<file path="src/rtl/queue_tx_pkg.sv">
// Shared types and default parameters for the queue-fed serial transmitter.
package queue_tx_pkg;

    typedef enum logic [2:0] {
        IDLE  = 3'd0,
        FETCH = 3'd1,
        START = 3'd2,
        DATA  = 3'd3,
        STOP  = 3'd4
    } tx_state_t;

    localparam int DEFAULT_WIDTH        = 8;
    localparam int DEFAULT_CLKS_PER_BIT = 4;

endpackage

</file>
<file path="src/rtl/queue_tx_bit_timer.sv">
// Bit-period counter: counts 0..CLKS_PER_BIT-1 and flags the last cycle of each period.
module queue_tx_bit_timer #(
    parameter int CLKS_PER_BIT = 4
) (
    input  logic clk,
    input  logic rst,
    input  logic clear,
    output logic tick
);

    localparam int CW = (CLKS_PER_BIT > 1) ? $clog2(CLKS_PER_BIT) : 1;
    localparam logic [CW-1:0] LAST = CW'(CLKS_PER_BIT - 1);

    logic [CW-1:0] count_r;

    assign tick = (count_r == LAST);

    // Period counter; wraps at the end of each bit and restarts on state changes.
    always_ff @(posedge clk) begin
        if (rst) begin
            count_r <= '0;
        end else if (clear || tick) begin
            count_r <= '0;
        end else begin
            count_r <= count_r + CW'(1);
        end
    end

endmodule

</file>
<file path="src/rtl/queue_serial_tx.sv">
// Pops entries from the FIFO queue and sends each as start + WIDTH data bits (LSB first) + stop.
module queue_serial_tx
    import queue_tx_pkg::*;
#(
    parameter int WIDTH        = DEFAULT_WIDTH,
    parameter int CLKS_PER_BIT = DEFAULT_CLKS_PER_BIT
) (
    input  logic             clk,
    input  logic             rst,
    input  logic             enable,
    input  logic             q_empty,
    input  logic [WIDTH-1:0] q_data,
    output logic             q_dequeue,
    output logic             tx,
    output logic             busy
);

    localparam int IW = (WIDTH > 1) ? $clog2(WIDTH) : 1;
    localparam logic [IW-1:0] LAST_BIT = IW'(WIDTH - 1);

    if (CLKS_PER_BIT < 2) begin : g_clks_check
        $fatal(1, "queue_serial_tx: CLKS_PER_BIT must be at least 2");
    end

    tx_state_t        state_r;
    tx_state_t        state_s;
    logic [WIDTH-1:0] shift_r;
    logic [WIDTH-1:0] shift_s;
    logic [IW-1:0]    idx_r;
    logic [IW-1:0]    idx_s;
    logic             tx_r;
    logic             tx_s;
    logic             busy_r;
    logic             tick_s;
    logic             clear_s;
    logic             dequeue_s;

    // Pop is gated by reset so nothing is lost from the queue while held in reset.
    assign dequeue_s = !rst && (state_r == IDLE) && enable && !q_empty;
    assign clear_s   = (state_s != state_r);
    assign q_dequeue = dequeue_s;
    assign tx        = tx_r;
    assign busy      = busy_r;

    queue_tx_bit_timer #(
        .CLKS_PER_BIT(CLKS_PER_BIT)
    ) u_bit_timer (
        .clk  (clk),
        .rst  (rst),
        .clear(clear_s),
        .tick (tick_s)
    );

    // Next-state, shift register and bit-index logic.
    always_comb begin
        state_s = state_r;
        shift_s = shift_r;
        idx_s   = idx_r;
        case (state_r)
            IDLE: begin
                if (dequeue_s) begin
                    state_s = FETCH;
                end else begin
                    state_s = IDLE;
                end
            end
            FETCH: begin
                shift_s = q_data;
                state_s = START;
            end
            START: begin
                if (tick_s) begin
                    state_s = DATA;
                end else begin
                    state_s = START;
                end
            end
            DATA: begin
                if (tick_s) begin
                    shift_s = shift_r >> 1'b1;
                    if (idx_r == LAST_BIT) begin
                        idx_s   = '0;
                        state_s = STOP;
                    end else begin
                        idx_s   = idx_r + IW'(1);
                        state_s = DATA;
                    end
                end else begin
                    state_s = DATA;
                end
            end
            STOP: begin
                if (tick_s) begin
                    state_s = IDLE;
                end else begin
                    state_s = STOP;
                end
            end
            default: begin
                state_s = IDLE;
            end
        endcase
    end

    // Line level is computed from the next state so the register lines up with the state.
    always_comb begin
        tx_s = 1'b1;
        case (state_s)
            START:   tx_s = 1'b0;
            DATA:    tx_s = shift_s[0];
            default: tx_s = 1'b1;
        endcase
    end

    // State and output registers.
    always_ff @(posedge clk) begin
        if (rst) begin
            state_r <= IDLE;
            shift_r <= '0;
            idx_r   <= '0;
            tx_r    <= 1'b1;
            busy_r  <= 1'b0;
        end else begin
            state_r <= state_s;
            shift_r <= shift_s;
            idx_r   <= idx_s;
            tx_r    <= tx_s;
            busy_r  <= (state_s != IDLE);
        end
    end

endmodule

</file>
<file path="config.mk">
export PLATFORM = sky130hd
export DESIGN_NAME = queue_serial_tx
export DESIGN_NICKNAME = d
export VERILOG_FILES = /design/src/rtl/queue_tx_pkg.sv /design/src/rtl/queue_tx_bit_timer.sv /design/src/rtl/queue_serial_tx.sv
export SDC_FILE = /design/constraint.sdc
export NUM_CORES = 1
export LEC_CHECK = 0
export BUFFER_PORTS_ARGS = -buffer_cell sky130_fd_sc_hd__buf_2
export CORE_UTILIZATION = 45
export DETAILED_ROUTE_END_ITERATION = 10
export HOLD_SLACK_MARGIN = 0.12
export PLACE_DENSITY = 0.77
export SYNTH_ARGS = -nofsm -noshare
export SYNTH_HDL_FRONTEND = slang
export SYNTH_SLANG_ARGS = --single-unit
export TNS_END_PERCENT = 30
</file>
<file path="constraint.sdc">
create_clock -name clk -period 1.4 [get_ports clk]
set_clock_uncertainty 0.05 [all_clocks]
set_input_delay 0.14 -clock clk [delete_from_list [all_inputs] [get_ports clk]]
set_output_delay 0.14 -clock clk [all_outputs]
set_load 0.05 [all_outputs]
</file>
==> results of run 1 <==
## path summary, 6_finish.rpt
check                           endpoint  cells past startpoint                    from
setup reg to reg              shift_r[6]                      6  u_bit_timer.count_r[0]
hold reg to reg   u_bit_timer.count_r[0]                      1  u_bit_timer.count_r[0]
setup / recovery              shift_r[6]                      6  u_bit_timer.count_r[0]
hold / removal                state_r[1]                      3                     rst
## sequential cells by signal (all words and copies together), names as in the netlist
name,flops
tx,1
u_bit_timer.count_r,2
busy,1
shift_r,8
state_r,3
idx_r,3
## power by group through the flow
stage	clock [mW]	sequential [mW]	combinational, mW
after global routing	0.338	0.539	0.157
final	0.312	0.537	0.146
after floorplan	0	0.557	0.0682
after global placement	0	0.551	0.104
after detailed placement	0	0.551	0.108
after CTS	0.320	0.540	0.129
## worst max-delay path, delay by kind of cell, from the launching register on
kind / cells / cell delay [ns]
and+or+nand+nor: 3 / 0.45
adders and majority gates: 1 / 0.18
buffers and inverters: 1 / 0.15
DFF: 1 / 0.34
AOI/OAI and AO/OA: 1 / 0.15
## placed cells by master (no fill, tap or decap), types with 2 or more instances in the layout
cell and instances:
sky130_fd_sc_hd__dfxtp_1 14, sky130_fd_sc_hd__buf_2 13, sky130_fd_sc_hd__buf_4 12, sky130_fd_sc_hd__nor2_1 11, sky130_fd_sc_hd__dlygate4sd3_1 8, sky130_fd_sc_hd__nand2_1 7
sky130_fd_sc_hd__a21oi_2 5, sky130_fd_sc_hd__a22oi_1 4, sky130_fd_sc_hd__nor2_4 3, sky130_fd_sc_hd__a21oi_1 3, sky130_fd_sc_hd__nor3_1 3, sky130_fd_sc_hd__mux2i_1 3
sky130_fd_sc_hd__clkbuf_4 3, sky130_fd_sc_hd__dfxtp_4 3, sky130_fd_sc_hd__o21a_1 2, sky130_fd_sc_hd__nor3b_2 2, sky130_fd_sc_hd__a22oi_2 2, sky130_fd_sc_hd__nand2_2 2
sky130_fd_sc_hd__ha_1 2
## stage by stage
| stage | total power [mW] | util (%) | std cells | hold slack (ns) |
|---|---|---|---|---|
| global placement | 0.655 | 55.7 | 134 | 0.314 |
| floorplan | 0.625 | - | 92 | 0.215 |
| CTS | 0.989 | 63.5 | 146 | 0.123 |
| detailed placement | 0.659 | 55.7 | 134 | 0.324 |
| global route | 1.03 | 67.9 | 149 | 0.214 |
| finish | 0.996 | 67.9 | 149 | 0.192 |
## cell families (layout without fill, tap and decap cells)
kind of cell / after synthesis / in the layout / synth area share [%]
buf+inv: 8 / 40 / 7.25
compound gates: 23 / 23 / 18.3
mux: 3 / 3 / 3.48
flops: 18 / 18 / 41.7
fa+ha+maj: 3 / 3 / 4.35
simple gates: 37 / 37 / 24.9
## per-layer routing
layer | vias up | wire length [um]
met5 | - | 0
met4 | 0 | 40
met3 | 4 | 86
met2 | 27 | 954
met1 | 371 | 902
li1 | 389 | -
## repair_timing
action	in CTS	in global routing
hold endpoints to repair	8	1
buffers inserted	1	2
hold buffers	7	1
setup endpoints to repair	5	16
resized for setup	7	17
pin swaps	1	7
## area by class of cell
cell class	count	area, sq um	area share, %
Inverter	1	3.75	0.313
Sequential cell	18	373	31.1
Clock buffer	4	36.3	3.03
Tap cell	25	31.3	2.61
Multi-Input combinational cell	66	493	41.1
Timing Repair Buffer	35	262	21.8
==> results.txt, run 1 <==
- The run finished with clean final reports.
* Maximum cell stage delay along the critical path: 0.34 ns
- Combinational logic burns 14.7% of the power.
- Yosys printed 0 warnings.
* Setup Crit Path Kind: flop to flop
- CTS tree: built
* Switching component of the power: 0.239 mW
- CTS placed an instance of sky130_fd_sc_hd__clkbuf_4 at the clock tree root.
* Width of the chip: 45.8 um
* Net switching fraction of the power: 24.0%
- Number of enable flip-flop cells after synthesis: 0
* Die area: roughly 2100 sq um
- The via count of the first global-routing pass came to 664.
- Detailed-router iteration count before antenna repair: 4
* DRT antenna net count: 0
* Startpoint types: flop
* Die span in y: approximately 46 um
- After synthesis, the share of flip-flops with an asynchronous set or reset is 0%.
- STA puts the critical path data required time at 1.57 ns.
- For the worst-skew pair, the clock arrives at the later sink with an insertion delay of 0.28 ns.
* Clock sinks: 18
- The layout has 152 filler cells.
* Cell-internal power: 0.757 mW
- After synthesis, the cell types taking the most area are sky130_fd_sc_hd__dfxtp_1 42%, sky130_fd_sc_hd__a22oi_1 5.2%, sky130_fd_sc_hd__buf_6 5.2%.
- Dividing the synthesized area by the synthesized cell count gives about 9.4 sq um.
- Antenna violations before repair: 0
- Counting along the longest clock path gives a buffer depth of 2.
- After synthesis, the most frequently instantiated cells are 18 x sky130_fd_sc_hd__dfxtp_1, 12 x sky130_fd_sc_hd__nor2_1, 9 x sky130_fd_sc_hd__nand2_1, 7 x sky130_fd_sc_hd__a21oi_1, 6 x sky130_fd_sc_hd__a22oi_1.
- In the routed design, unresolved DRC markers number 0.
- Setup repair after global routing missed its margin: true
- Synth unique cells: 31
* Ordered cell list for the critical path: ha_2, and4b_1, buf_4, nor2_4, nand2_2, a21oi_2
- Fraction of synthesized cell area taken by the top area cell type: between 40% and 50%
* Core Footprint: 1760 sq um
- Buffers inserted during clock tree synthesis total 3.
* Worst setup slack before clock tree synthesis: -0.00764 ns
* Share of power burned in the clock network: approximately 31%
* Sequential element share of the synthesized area: 41.7%
- Summed over all layers, the global routing overflow is 0.
- The routed design has 1980 um of wire.
- 15 I/O pins were placed.
- Drt initial violations: 27
* Most frequent cell after synthesis: sky130_fd_sc_hd__dfxtp_1
- The area growth from synthesis to layout is 38.8%.
- Total cell area at the placement stage: 982 sq um
- The number of max-slew violations in the final report is 0.
* Register share of total power: 54.0%
- Dividing total power by cell area gives a power density of roughly 830 nW/um^2.
* Min-Delay Path Class: primary input to flop
- After routing the design area is 1200 sq um.
- Post-CTS clock slew at the launch and capture registers of the worst setup and hold paths: roughly 0.10 ns
- 0 antenna diodes ended up in the layout.
- Measured against its own limit, the worst slew margin works out to 75.9%.
- The first global-routing pass estimated 2750 um of wire.
- Summed over all cells, the static leakage comes to 0.486 nW.
* Transition time at the pin with the least slew margin: 0.356 ns
* Effective utilization at floorplan: 48.9%
- After global routing, the most crowded layer is met2.
* Global router's overall resource usage: between 10% and 20%
- Final critical path time including I/O delays and setup: 1.40 ns
- The synthesized netlist occupies a cell area of 863 sq um.
- For this run, global-route usage on met2 was measured as approximately 29%.
- Global routing met3 resource utilization: 3.57%
- Entering global routing, the biggest net connects 13 pins.
- VDD sags by at most roughly 0.00057 V.
- Standard-cell row count: 15
* Final routed wire length divided by cell count: between 10 and 15 um
* Weighted congestion at the end of routability-driven global placement: 0.759
* Count of input and output buffers: 14
- Global routing used 24.0% of the available met1 tracks.
* Maximum fanout encountered on the critical timing path: 6
- Worst Slack Setup Final: 0.0000334 ns
- Most used flip-flop cell after synthesis: sky130_fd_sc_hd__dfxtp_1
- Critical-path top delay cell: sky130_fd_sc_hd__dfxtp_2
- Hold Violations, Final: 0
- Final period utilization: 100%
* Maximum capacitance violations: 0
- Sum of negative setup slack: 0 ns
- Synthesized flop and latch total: 18
- In this run the number of H-tree levels came out at 1.
- Setup slack on the worst reg-to-reg path comes out at 0.00003 ns.
* Cells after synthesis: between 90 and 100
- Total setup violations reported at the end of the flow: 0
* Number of vias after detailed routing: 791
- The net count of the finished layout is 140.
- Timing would allow up to 0.714 GHz.
- Mapped Nets: around 110
- For the worst setup path, the data arrival time is 1.57 ns.
* Post-DP HPWL: between 1000 and 1500 um
* Fraction of final layout cells sized beyond drive strength 1: 44.4%
* Cell taking the most area after synthesis: sky130_fd_sc_hd__dfxtp_1
- After detailed routing, the number of vias per cell comes to 5.31.
* Element type at the critical path end: flop
(Power assumes the default switching activity.)
==> run 2: changes to the inputs <==
- clock period: 1.4 -> 1.2 ns (I/O delays scaled with it)
==> run 2 against run 1 <==
Net effect: the run now ends with setup timing left; routed wire length rose by 23%; worst setup slack got worse by 0.24 ns; utilization rose by 7.7 points; sequential share of layout area fell by 3.4 points; cell area rose by 11%; die area did not move; critical path depth fell by 2; global-route usage rose by 6.0 points; register-to-register slack got worse by 0.19 ns.
==> results.txt, run 2 (same netlist as run 1, synthesis figures left out) <==
* Total congestion overflow after global routing: 0
- Worst slew margin: 67.0%
- Effective utilization at floorplan: 48.9%
- Weighted congestion at the end of routability-driven global placement: roughly 0.9
* Worst-case hold slack: 0.203 ns
- Among all stages on the critical path, the largest delay is contributed by sky130_fd_sc_hd__dfxtp_2.
* # fillers: between 100 and 150
- The setup path with the least slack is of type flop to output port.
- Ordered cell list for the critical path: buf_6, nor2_4, and4b_4, buf_8
- Summed over all cells, the static leakage comes to between 0.5 and 0.6 nW.
- After layout, the worst path uses 120% of the clock period.
* Maximum cell stage delay along the critical path: 0.35 ns
- Maximum capacitance violations: 0
- Maximum fanout encountered on the critical timing path: 2
- VDD sags by at most 0.000707 V.
- The largest registers in the layout are shift_r: 8 flops, idx_r: 3 flops, state_r: 3 flops.
- Min-Delay Path Class: primary input to flop
- Setup slack on the worst reg-to-reg path comes out at -0.19 ns.
* Buffer cell driving the clock tree root: sky130_fd_sc_hd__clkbuf_4
* Global-route wire length before repair: 3500 um
- Final WL: 2450 um
* Number of standard cells in the layout, taps in and fillers out: 155
- Element type at the critical path end: output port
* Largest delay contributor family on the critical path: simple AND/OR/NAND/NOR gates
* Multi-input gate area: 554 sq um
- Failing checks: setup timing
- Setup repair after global routing could not meet its margin everywhere.
- The library cells used most frequently in the layout, excluding fill and tap cells, are 13 x sky130_fd_sc_hd__buf_2, 12 x sky130_fd_sc_hd__nor2_1, 12 x sky130_fd_sc_hd__buf_4.
* Die area: 2100 sq um
- Worst Slack Setup Final: -0.243 ns
- The number of placed instances, taps included, is between 100 and 150.
- CTS built an H-tree with a depth of 1.
* Worst r2r path cells: 5
* Ant. Diodes: 0
- For this run, the share of the core covered by cells in the final layout is 75.6%.
- 15 I/O pins were placed.
- Clock latency at the later pin of the worst-skew pair: roughly 0.29 ns
- The worst setup path is launched from a flop.
- The detailed router placed 862 vias in this run.
- Total number of cells along the worst setup path: 4
* Clock buffer count from CTS: 3
* Outcome: finished, violations left
- For this run, the total global-route usage over all layers was measured as 24.7%.
- DRT antenna net count: 0
- Standard-cell row count: 15
* Final max-slew violation count: 0
- Count of input and output buffers: 14
- In the final timing run, aggregate negative setup slack is -2.75 ns.
* FF/Latch Area: between 300 and 400 sq um
- Hold Violations, Final: 0
* Required time at the worst-slack endpoint: 1.03 ns
- The longest clock path from root to sink contains 2 buffers.
- Clock-pin slew was measured on the worst setup and hold paths at 0.10 ns.
* Width of the chip: 45.8 um
- Drt initial violations: 19
- Die span in y: 45.8 um
- Crit path DAT: 1.27 ns
* Buffers & Inverters on Critical Path: 2
- Largest register FFs: 8
- The register with the most flip-flops in the final layout is shift_r.
- The via count of the first global-routing pass came to 800.
- Fraction of final layout cells sized beyond drive strength 1: 53.8%
- The area growth from synthesis to layout is 54.5%.
* Final critical path time including I/O delays and setup: 1.44 ns
- Maximum operating frequency: 0.693 GHz
- TritonCTS built the clock tree.
* Core Footprint: 1760 sq um
- Final routed DRC violation total: 0
* Final #Nets: 146
* Detailed-router iteration count before antenna repair: 5
- The initial antenna violation count was 0.
- Most common cell after layout, fill and taps aside: sky130_fd_sc_hd__buf_2
* Clock sinks: 18
- Dividing the detail-routed via count by the number of cells gives 5.56.
* Final routed wire length divided by cell count: between 15 and 20 um
- P per Cell Area: 906 nW/um^2
* Post-DP HPWL: 1440 um
- Entering global routing, the biggest net connects 17 pins.
- Total setup violations reported at the end of the flow: 18
- At the pin with the least slew margin, the transition time is 0.488 ns.
- Along the worst hold path, the cell count comes to 3.
-- run 2: changes by cell type in the layout (fill, tap and decap cells not counted), moves of 3 or more --
cell                      delta
sky130_fd_sc_hd__dfxtp_4     -3
sky130_fd_sc_hd__dfxtp_2     +6
sky130_fd_sc_hd__ha_4        +3
sky130_fd_sc_hd__dfxtp_1     -3
sky130_fd_sc_hd__buf_6       +6
-- run 2: final timing paths --
| check | startpoint | end |
|---|---|---|
| min | rst | shift_r[1] |
| max | state_r[1] | q_dequeue |
| min reg2reg | u_bit_timer.count_r[0] | u_bit_timer.count_r[0] |
| max reg2reg | state_r[0] | busy |
-- run 2: worst reg2reg max path, stage by stage (launching register included) --
cell                      delay [ns]
sky130_fd_sc_hd__dfxtp_2        0.35
sky130_fd_sc_hd__buf_6          0.13
sky130_fd_sc_hd__buf_4          0.15
sky130_fd_sc_hd__nor4b_1        0.47
sky130_fd_sc_hd__nor3_1         0.10
sky130_fd_sc_hd__nor2_1         0.09
-- run 2: area by class of cell --
type	count	share of cell area (%)
Multi-Input combinational cell	66	41.6
Clock buffer	4	2.72
Inverter	1	0.281
Sequential cell	18	27.7
Timing Repair Buffer	41	25.4
Tap cell	25	2.35
-- run 2: metal layers --
| metal | track usage, % | routed length, um | part of all wire [%] |
|---|---|---|---|
| met1 | 27.3 | 970 | 40 |
| met2 | 42.6 | 1310 | 54 |
| met3 | 6.75 | 114 | 4.7 |
| met4 | 12.9 | 50 | 2.0 |
| met5 | 0 | 0 | 0 |
-- run 2: timing repair --
item / in CTS / in global routing
gates resized for setup: 16 / 11
endpoints found under the hold margin: 7 / 0
buffers inserted: 2 / 2
hold buffers: 7 / 0
endpoints found under the setup margin: 18 / 18
pin swaps: 6 / 4
cloned: 0 / 0
-- run 2: power by group --
part	switching [mW]	leakage, nW	total [mW]	internal (mW)
Combinational	0.0951	0.353	0.200	0.105
Clock	0.189	0.0210	0.374	0.185
Sequential	0.0143	0.149	0.634	0.620
Total	0.298	0.524	1.21	0.910
-- run 2: per-stage QoR --
step	setup WS (ns)	area [sq um]	total power, mW
2_1_floorplan	-0.139	923	0.745
3_5_place_dp	-0.157	1090	0.802
4_1_cts	-0.236	1280	1.20
3_3_place_gp	-0.117	1090	0.796
5_1_grt	-0.274	1330	1.25
6_report	-0.243	1330	1.21
==> run 3: changes to the inputs <==
- ABC_AREA: unset -> 1
- CORE_MARGIN: unset -> 8
- SETUP_SLACK_MARGIN: unset -> 0.3
==> run 3 against run 2 <==
Net effect: the flow still finishes with violations (setup timing); utilization increased by 0.41 points; worst setup slack improved by 0.14 ns; count of clock-buffer cells in the layout decreased by 1; highest routed layer unchanged.
==> results.txt, run 3 <==
* Ant. Diodes: 0
- The die is 59.0 um tall.
* Regs by FF count: shift_r: 8 flops, idx_r: 3 flops, state_r: 3 flops
* CTS tree: built
* Async SR Flop Fraction: 0%
- Min-Delay Path Class: primary input to flop
- Number of global-route vias before repair: 800
- The congestion estimate from routability-driven global placement came to 0.931.
- In the synthesized netlist the dominant register cell turns out to be sky130_fd_sc_hd__dfxtp_1.
- Synthesis inferred 18 register bits.
- Final routed wire length divided by cell count: between 10 and 15 um
* Total setup violations reported at the end of the flow: 13
- Antenna violations before repair: 0
- Buffer cell driving the clock tree root: sky130_fd_sc_hd__clkbuf_4
- Fraction of synthesized cell area taken by the top area cell type: 43.4%
* Largest net degree at the start of global routing: 12
- Summed over all layers, the routed wires come to 2190 um.
- Number of vias after detailed routing: 869
- Synthesis handed over a netlist of 109 instances.
- STA puts the critical path data arrival time at between 1 and 1.5 ns.
- Effective utilization at floorplan: 48.1%
- Commonest cells after routing, fill and taps aside: 24 x sky130_fd_sc_hd__nand2_1, 13 x sky130_fd_sc_hd__buf_4, 12 x sky130_fd_sc_hd__nor2_1
- The number of nets handed over by synthesis was 124.
- Drt initial violations: 28
* Worst Slack Setup Final: -0.103 ns
- Dividing the final minimum period by the clock period gives 109%.
- For this run, the register share of the synthesized area comes to a little over two fifths.
- Final routed DRC violation total: 0
* Register with the most flip-flops: shift_r
- Number of enable flip-flop cells after synthesis: 0
* Setup repair after global routing missed its margin: true
- Final critical path time including I/O delays and setup: ~1.3 ns
* Worst slew margin: between 80% and 90%
* Area delta synth->final: 58.0%
- Startpoint types: flop
- After synthesis, the netlist uses 22 different library cells.
- The floorplan step defined a core boundary enclosing 1730 sq um.
- Detailed-router iteration count before antenna repair: 4
- Row generation in the floorplan step produced 15 rows.
* DRT antenna net count: 0
- Hold Buf Count CTS: 6
* Failing checks: setup timing
* Post-CTS clock slew at the launch and capture registers of the worst setup and hold paths: 0.09 ns
- Data on the critical path is required at its endpoint by about 1.4 ns.
- Counting along the longest clock path gives a buffer depth of 2.
* Clock sinks: 18
- Dividing total power by cell area gives a power density of 851 nW/um^2.
- Outcome: finished, violations left
* Hold Violations, Final: 0
- Averaged over all synthesized cells, the footprint is 7.62 sq um.
- At the end of the flow, the number of nets in the layout was 166.
- Maximum capacitance violations: 0
- Element type at the critical path end: flop
- Most common cell after layout, fill and taps aside: sky130_fd_sc_hd__nand2_1
- Combined area of all synthesized cells: 831 sq um
- Final cell area excluding filler cells: ~1300 sq um
- Most frequent cell after synthesis: sky130_fd_sc_hd__nand2_1
- The first global-routing pass estimated roughly 3300 um of wire.
- Post-DP HPWL: 1330 um
- Summed over all cells, the static leakage comes to 0.588 nW.
* Total cell area at the placement stage: 1030 sq um
* Total number of H-tree levels: 1
* Cell taking the most area after synthesis: sky130_fd_sc_hd__dfxtp_1
* Vias per std cell: 4.99
- Fraction of final layout cells sized beyond drive strength 1: 42.3%
* Count of input and output buffers: 14
- Of all nets on the critical path, the largest fanout is 4.
- From left edge to right edge, the die measures 59.0 um.
- Across all hold checks on the routed design, the worst slack comes to 0.0863 ns.
* Final max-slew violation count: 0
- Total congestion overflow after global routing: 0
- By startpoint and endpoint, the worst setup path is classified as flop to flop.
- Buffers inserted during clock tree synthesis total 3.
- Clock latency on the worst-skew pair, taken at its later pin, is 0.30 ns.
- Largest register FFs: 8
* Maximum operating frequency: 0.767 GHz
- At the pin with the least slew margin, the transition time is slightly below 0.2 ns.
- I/O pin count: 15
- The Yosys step of the flow raised 0 warnings.
- Dominant cells by area after synthesis: sky130_fd_sc_hd__dfxtp_1 43%, sky130_fd_sc_hd__nand2_1 12%, sky130_fd_sc_hd__nor2_1 5.9%
- Summing internal, switching and leakage power gives 1.12 mW.
- Worst-case vdd ir drop: 0.000549 V
* Synth top cells by count: 26 x sky130_fd_sc_hd__nand2_1, 18 x sky130_fd_sc_hd__dfxtp_1, 13 x sky130_fd_sc_hd__nor2_1, 11 x sky130_fd_sc_hd__inv_1, 6 x sky130_fd_sc_hd__a21oi_1
- Die area: 3480 sq um
- Global router's overall resource usage: around an eighth
-- run 3: timing repair --
action	4_1_cts	5_1_grt
setup buffers	7	5
pin swaps	7	9
gates resized for setup	14	8
gates cloned	0	1
hold endpoints to repair	12	3
endpoints found under the setup margin	21	21
-- run 3: worst max-delay path, stage by stage, from the launching register on --
cell and delay [ns]:
sky130_fd_sc_hd__dfxtp_2 0.35, sky130_fd_sc_hd__ha_4 0.16, sky130_fd_sc_hd__ha_4 0.15, sky130_fd_sc_hd__nand2_2 0.07, sky130_fd_sc_hd__nand2_2 0.07, sky130_fd_sc_hd__nand4_1 0.09
sky130_fd_sc_hd__nand2_1 0.07, sky130_fd_sc_hd__nor2_1 0.09, sky130_fd_sc_hd__nand2_1 0.07, sky130_fd_sc_hd__nor2_1 0.09
-- run 3: power breakdown --
part | internal, mW | switching (mW)
registers | 0.619 | 0.0171
clock network | 0.117 | 0.179
logic | 0.0914 | 0.0931
-- run 3: per-stage QoR --
step / utilization [%] / TNS (ns) / cells / worst slack [ns]
after detailed placement: 59.6 / -0.394 / 152 / -0.0559
after floorplan: - / -0.00564 / 109 / -0.00564
final: 76.0 / -0.899 / 174 / -0.103
after global placement: 59.6 / -0.216 / 152 / -0.0405
after global routing: 76.0 / -2.24 / 174 / -0.218
after CTS: 70.3 / -0.886 / 168 / -0.0983
-- run 3: cells by family (layout without fill, tap and decap cells) --
logic type	Yosys count	after routing	synth area share, %
buf+inv	15	55	7.98
compound gates	19	19	13.7
flops	18	18	43.4
fa+ha+maj	3	3	4.52
simple gates	54	54	30.4
-- run 3: routing by layer --
metal	track usage, %	wire length [um]	part of all wire [%]	up-vias
li1	-	-	-	444
met1	13.6	894	41	397
met2	21.7	1130	52	21
met3	2.17	93	4.3	7
met4	7.17	63	2.9	0
met5	0	0	0	-
-- run 3: area by class of cell --
cell class	count	area, sq um
Tap cell	25	31.3
Multi-Input combinational cell	76	494
Clock buffer	3	22.5
Inverter	13	53.8
Sequential cell	18	374
Timing Repair Buffer	39	337
Fill cell	115	414
-- run 3: final timing paths --
path	cells after the start	slack [ns]	end	startpoint
setup / recovery	9	-0.10	u_bit_timer.count_r[1]	idx_r[1]
hold / removal	3	0.09	shift_r[1]	q_data[1]
setup reg to reg	9	-0.10	u_bit_timer.count_r[1]	idx_r[1]
hold reg to reg	1	0.38	u_bit_timer.count_r[0]	u_bit_timer.count_r[0]
